### src/rtl/chunked_adder.sv
// chunked_adder: multi-cycle adder/subtractor that adds CHUNK bits per clock,
// LSB first, holding the inter-chunk carry in a register (start/busy/done handshake).
module chunked_adder #(
    parameter int WIDTH = 8,
    parameter int CHUNK = 1
) (
    input  logic             clk,
    input  logic             rstn,
    input  logic             start,
    input  logic             sub,
    input  logic [WIDTH-1:0] A,
    input  logic [WIDTH-1:0] B,
    input  logic             cin,
    output logic             busy,
    output logic             done,
    output logic [WIDTH-1:0] S,
    output logic             cout,
    output logic             ovf
);
    localparam int NCH = WIDTH / CHUNK;
    localparam int CW  = (NCH > 1) ? $clog2(NCH) : 1;

    typedef enum logic [1:0] {IDLE, RUN, DONE} state_t;

    state_t           r_state;
    state_t           w_next;
    logic [WIDTH-1:0] r_a;
    logic [WIDTH-1:0] r_b;
    logic [WIDTH-1:0] r_res;
    logic             r_c;
    logic [CW-1:0]    r_cnt;
    logic [CHUNK-1:0] w_sum;
    logic [CHUNK:0]   w_cy;
    logic [WIDTH-1:0] w_res;
    logic             w_load;
    logic             w_last;

    // Operands shift right one chunk per cycle, so the active chunk is always at the LSBs.
    always_comb begin
        w_cy    = '0;
        w_sum   = '0;
        w_cy[0] = r_c;
        for (int i = 0; i < CHUNK; i++) begin
            w_sum[i]  = r_a[i] ^ r_b[i] ^ w_cy[i];
            w_cy[i+1] = (r_a[i] & r_b[i]) | (w_cy[i] & (r_a[i] ^ r_b[i]));
        end
        w_res = WIDTH'({w_sum, r_res} >> CHUNK);
    end

    always_ff @(posedge clk or negedge rstn) begin
        if (!rstn) begin
            r_state <= IDLE;
        end else begin
            r_state <= w_next;
        end
    end

    always_comb begin
        w_next = r_state;
        w_load = 1'b0;
        w_last = 1'b0;
        busy   = 1'b0;
        done   = 1'b0;
        case (r_state)
            IDLE: begin
                if (start) begin
                    w_load = 1'b1;
                    w_next = RUN;
                end
            end
            RUN: begin
                busy = 1'b1;
                if (r_cnt == CW'(NCH - 1)) begin
                    w_last = 1'b1;
                    w_next = DONE;
                end
            end
            DONE: begin
                done   = 1'b1;
                w_next = IDLE;
                if (start) begin
                    w_load = 1'b1;
                    w_next = RUN;
                end
            end
            default: w_next = IDLE;
        endcase
    end

    // Subtraction is A + ~B + 1, so the carry register doubles as the "+1".
    always_ff @(posedge clk or negedge rstn) begin
        if (!rstn) begin
            r_a   <= '0;
            r_b   <= '0;
            r_c   <= 1'b0;
            r_cnt <= '0;
            r_res <= '0;
            S     <= '0;
            cout  <= 1'b0;
            ovf   <= 1'b0;
        end else if (w_load) begin
            r_a   <= A;
            r_b   <= sub ? ~B : B;
            r_c   <= sub | cin;
            r_cnt <= '0;
        end else if (busy) begin
            r_a   <= r_a >> CHUNK;
            r_b   <= r_b >> CHUNK;
            r_c   <= w_cy[CHUNK];
            r_res <= w_res;
            r_cnt <= r_cnt + CW'(1);
            if (w_last) begin
                S    <= w_res;
                cout <= w_cy[CHUNK];
                ovf  <= w_cy[CHUNK] ^ w_cy[CHUNK-1];
            end
        end
    end
endmodule

### config.mk
export PLATFORM = sky130hd
export DESIGN_NAME = chunked_adder
export DESIGN_NICKNAME = d
export VERILOG_FILES = /design/src/rtl/chunked_adder.sv
export SDC_FILE = /design/constraint.sdc
export NUM_CORES = 1
export LEC_CHECK = 0
export CAP_MARGIN = 20
export CORE_MARGIN = 3
export CORE_UTILIZATION = 45
export DETAILED_ROUTE_END_ITERATION = 10
export PLACE_DENSITY = 0.72
export SKIP_CTS_REPAIR_TIMING = 1
export SYNTH_ARGS = -nofsm -noshare
export SYNTH_HDL_FRONTEND = slang
export SYNTH_SLANG_ARGS = --single-unit
### constraint.sdc
create_clock -name clk -period 1.97 [get_ports clk]
set_input_delay 0.197 -clock clk [delete_from_list [all_inputs] [get_ports clk]]
set_output_delay 0.197 -clock clk [all_outputs]
set_load 0.01 [all_outputs]
==> Word level (Yosys, flattened, before mapping) <==
Index checks and enable logic that the tools add are counted.
{ "totals": {"regBits": 40, "inputBits": 21, "output_inout_bits": 12} }
{ "op_classes": {"n_addsub": 1, "eq_ne": 5, "n_mux": 19, "n_bitwise": 9, "n_reduce_logical": 6} }
{ "op_table": {"columns": ["cell", "n"], "rows": [
  ["8-bit two-way mux", 5],
  ["1-bit two-way mux", 9],
  ["8-bit NOT", 1],
  ["3-bit two-way mux", 2],
  ["2-bit one-hot mux with 3 select lines", 1],
  ["2-bit two-way mux", 2],
  ["2-bit != test (second input constant)", 2],
  ["2-bit AND reduction", 2],
  ["3-bit by 1-bit adder with 3-bit output (second input constant)", 1],
  ["3-bit == test (second input constant)", 1],
  ["3-bit AND reduction", 1],
  ["1-bit XOR", 3],
  ["1-bit bitwise AND", 2],
  ["2-bit by 1-bit == test with 1-bit output (second input constant)", 1],
  ["2-bit == test (second input constant)", 1],
  ["2-bit zero test", 1],
  ["1-bit bitwise OR", 2],
  ["2-bit nonzero test", 1],
  ["2-bit OR reduction", 1],
  ["1-bit NOT", 1]
]} }

==> Logic depth before layout (Yosys ltp) <==
{ "depth": {"ltp_word": 5, "ltp_mapped": 6, "mapped_depth_nobuf": 5} }

==> Worst setup path before layout <==
OpenSTA, ideal clock, no wires.
{ "synth_timing": {"path_kind": "register -> register", "start": "reg r_cnt[0]", "end": "reg S[0]", "setup_time_ns": 0.125, "arrival_ns": 1.303, "required_ns": 1.845, "slack_ns": 0.542, "stages_incl_launch_ff": 6, "n_path_buf": 1, "synth_period_minus_slack_ns": 1.428, "cell_sequence": "dfrtp_1 > ha_1 > ha_1 > nand3b_2 > buf_6 > mux2_4"} }
{ "synth_via": {"elab_chain_len": 4} }
{ "synth_rtl": {"columns": ["element", "line", "source"], "rows": [
  ["start: declaration", "31", "logic [CW-1:0] r_cnt;"],
  ["start signal: assignment", "111", "r_cnt <= r_cnt + CW'(1);"],
  ["3-bit == test", "73", "if (r_cnt == CW'(NCH - 1)) begin"],
  ["1-bit two-way mux", "73", null],
  ["1-bit two-way mux", "64", "case (r_state)"],
  ["3-bit AND reduction (no source line)", null, null],
  ["end signal: assignment", "113", "S <= w_res;"],
  ["end: declaration", "16", "output logic [WIDTH-1:0] S,"]
]} }
Every way passes these cells.
A chain may end at the register's enable or synchronous reset.

==> Worst setup path in the final report <==
{ "layout_timing": {"start": "reg r_state[1]", "end": "out busy"} }
{ "layout_via": {"elab_chain_len": 2} }
{ "layout_rtl": {"columns": ["element", "line", "source"], "rows": [
  ["start: declaration", "25", "state_t r_state;"],
  ["start signal: assignment", "54", "r_state <= w_next;"],
  ["2-bit by 1-bit == test with 1-bit output", "64", null],
  ["1-bit two-way mux", "64", null],
  ["end: declaration", "14", "output logic busy,"]
]} }
Every way passes these cells.

==> flow_summary.json <==
{
  "die-width_um": 69.0,
  "place.gp.congestion": 0.796,
  "chipHeight_um": 69.0,
  "fmax_mhz": 566,
  "h-tree-depth": 2,
  "wl_per_cell_um": 13.3,
  "power_frac_seq_pct": 38.4,
  "violations": "hold timing",
  "cts_tree": "done",
  "ys_seq_elements": 39,
  "grt_pass1_vias": 1244,
  "ir_drop_mv": 0.779,
  "start_util_pct": 47.8,
  "hold_viol_final": 4,
  "relSlewSlack_pct": 44.5,
  "final_common_cell": "nand2_1",
  "finClkSkew_ps": 4.28,
  "final_max_slew_viol_count": 0,
  "p_clk_share_pct": 21.5,
  "crit_type": "register to primary output",
  "synthMuxAreaShare_pct": 7.14,
  "min_path_type": "input port to async pin",
  "cp_cell_sequence": "nand2b_2 -> inv_4 -> clkdlybuf4s50_1",
  "synth_ff_type": "dfrtp_1",
  "drc_errors": 0,
  "die-area_um2": 4770,
  "p_per_area_nw_per_um2": 1640,
  "ios": 33,
  "synth_compound_area_share_pct": 10.8,
  "intPower_w": 0.00247,
  "critPathMaxFanout": 11,
  "place_hpwl_um": 2250,
  "grt_max_degree": 40,
  "grt_usage_pct": 15.1,
  "yosysWarnings": 0,
  "yosysUniqueCellTypes": 28,
  "max_stage_delay_ps": 550,
  "syn2layout_area_growth_pct": 25.8,
  "maxCapViolCount": 0,
  "cts_buffers": 5,
  "synth_fa_ha_area_share_pct": 2.52,
  "worst_ep_arrival_time_ps": 1570,
  "via_count": 1241,
  "worst_pin_slew_ps": 832,
  "overflow": 0,
  "r2r_cells": 4,
  "pwr-share-comb_pct": 40.1,
  "finalSetupTns_ps": 0,
  "critPathLaunchType": "register",
  "diodes": 0,
  "setup_viol": 0,
  "syn-instance-count": 161,
  "post-place-ws_ps": 351,
  "switching_share_pct": 33.1,
  "synth_xor_area_share_pct": 4.41,
  "synth-simple-area-share_pct": 16.0,
  "syn_area_um2": 1790,
  "p_switching_w": 0.00122,
  "cp-startpoint": "r_state[1]",
  "synth_edf_count": 0,
  "slowest_stage": "clkdlybuf4s50_1",
  "r2r_setup_slack_ps": 350,
  "r2r-start": "r_cnt[0]",
  "synth_nets": 185,
  "async_flop_share_pct": 100,
  "core-area_um2": 3740,
  "hold-worst-slack_ps": -6.36,
  "drive_gt1_share_pct": 15.4,
  "root_buffer": "clkbuf_8",
  "final_cell_mix": "45 x nand2_1, 39 x dfrtp_1, 31 x clkdlybuf4s50_1, 15 x nor2_1, 7 x mux2_4",
  "finalPower_w": 0.00369,
  "min_period_over_period_pct": 89.7,
  "crit_path_end_kind": "primary output",
  "path_clk_slew_ps": 80,
  "rows": 22,
  "antenna_left": 0,
  "synth_top_family_by_area": "simple AND/OR/NAND/NOR gates",
  "r2r-end": "S[1]",
  "p_leak_nw": 1.03,
  "rsz0062_at_grt": "no",
  "drt_wl_total_um": 3220,
  "setup.worst_path.end": "busy",
  "io_buffers": 32,
  "grt_pass1_wl_um": 5730,
  "grt_antenna_before_repair": 0,
  "via_per_inst": 5.11,
  "drt-pass1-iter-count": 4,
  "seq_area_frac_synth_pct": 54.6,
  "synth.avg_cell_area_um2": 11.1,
  "critPathRequiredTime_ps": 1770,
  "clkSinkCount": 39,
  "clock_path_buffers": 2,
  "clock_latency_ps": 300,
  "min_period_ps": 1770,
  "fin_ws_ps": 202,
  "outcome": "finished, violations left",
  "first_iter_violations": 97,
  "post-route-util_pct": 60.1,
  "nets": 218
}
## through the flow
step | cells | area [µm²]
3_5_place_dp | 235 | 2120
4_1_cts | 243 | 2250
6_report | 243 | 2250
3_3_place_gp | 235 | 2120
5_1_grt | 243 | 2250
2_1_floorplan | 161 | 1790
## state kept, by name (all words and copies together), names as in the netlist
register,flops
S,8
cout,1
ovf,1
r_a,8
r_b,8
r_c,1
r_cnt,3
r_res,7
r_state,2
## Yosys cell counts (2+ instances only)
library cell | number | share of area [%]
o21ai_0 | 3 | 0.84
xnor2_1 | 3 | 1.5
buf_6 | 3 | 1.9
nor2_1 | 15 | 3.1
xor2_1 | 6 | 2.9
a31oi_1 | 5 | 1.7
a31oi_2 | 6 | 4.2
a221o_1 | 3 | 1.7
buf_4 | 3 | 1.3
ha_1 | 2 | 1.4
nand2_1 | 45 | 9.4
mux2_2 | 2 | 1.3
nand3_1 | 2 | 0.56
a22o_1 | 4 | 2.0
buf_2 | 2 | 0.56
dfrtp_1 | 39 | 55
mux2_4 | 7 | 5.9
## cell families (layout without fill, tap and decap cells)
group,Yosys count,in the layout
AND/OR/NAND/NOR,68,68
adder cells (fa/ha/maj),3,3
flip-flops,39,39
multiplexers,9,9
AO/OA/AOI/OAI,22,22
buffers and inverters,11,45
XOR/XNOR,9,9
## critical path: cells and delay by family (launching register included)
family / cells / cell delay [ps]
buffers and inverters: 2 / 680
DFF: 1 / 390
and+or+nand+nor: 1 / 210
## power groups by stage
stage | Clock, W | Sequential (W) | Combinational, W
floorplan | 0 | 0.00143 | 0.00103
global placement | 0 | 0.00142 | 0.00145
detailed placement | 0 | 0.00143 | 0.00150
CTS | 0.000804 | 0.00142 | 0.00150
global route | 0.000840 | 0.00147 | 0.00165
finish | 0.000791 | 0.00142 | 0.00148
## cell type report
cell class,instances,area [µm²]
clock inverter,2,60.1
timing repair buffer,35,338
sequential,39,976
inverter,2,10.0
tap,48,60.1
fill,321,1500
multi-input combinational,111,732
clock buffer,6,72.6
## layer usage
layer	track usage, %	part of all wire, %	routed length [µm]
met5	0	0	0
met4	8.68	2.1	69
met3	4.37	5.1	164
met2	22.2	47	1520
met1	19.8	46	1470
## worst min path at each step
stage                 to  slack [ps]  cells after the start
floorplan           S[0]        -100                      0
finish              S[0]          -6                      1
detailed placement  S[0]         350                      1
global route        S[4]          70                      1
CTS                 S[4]          20                      1
global placement    S[2]         350                      1
No activity file was read; power rests on OpenSTA's default activity.
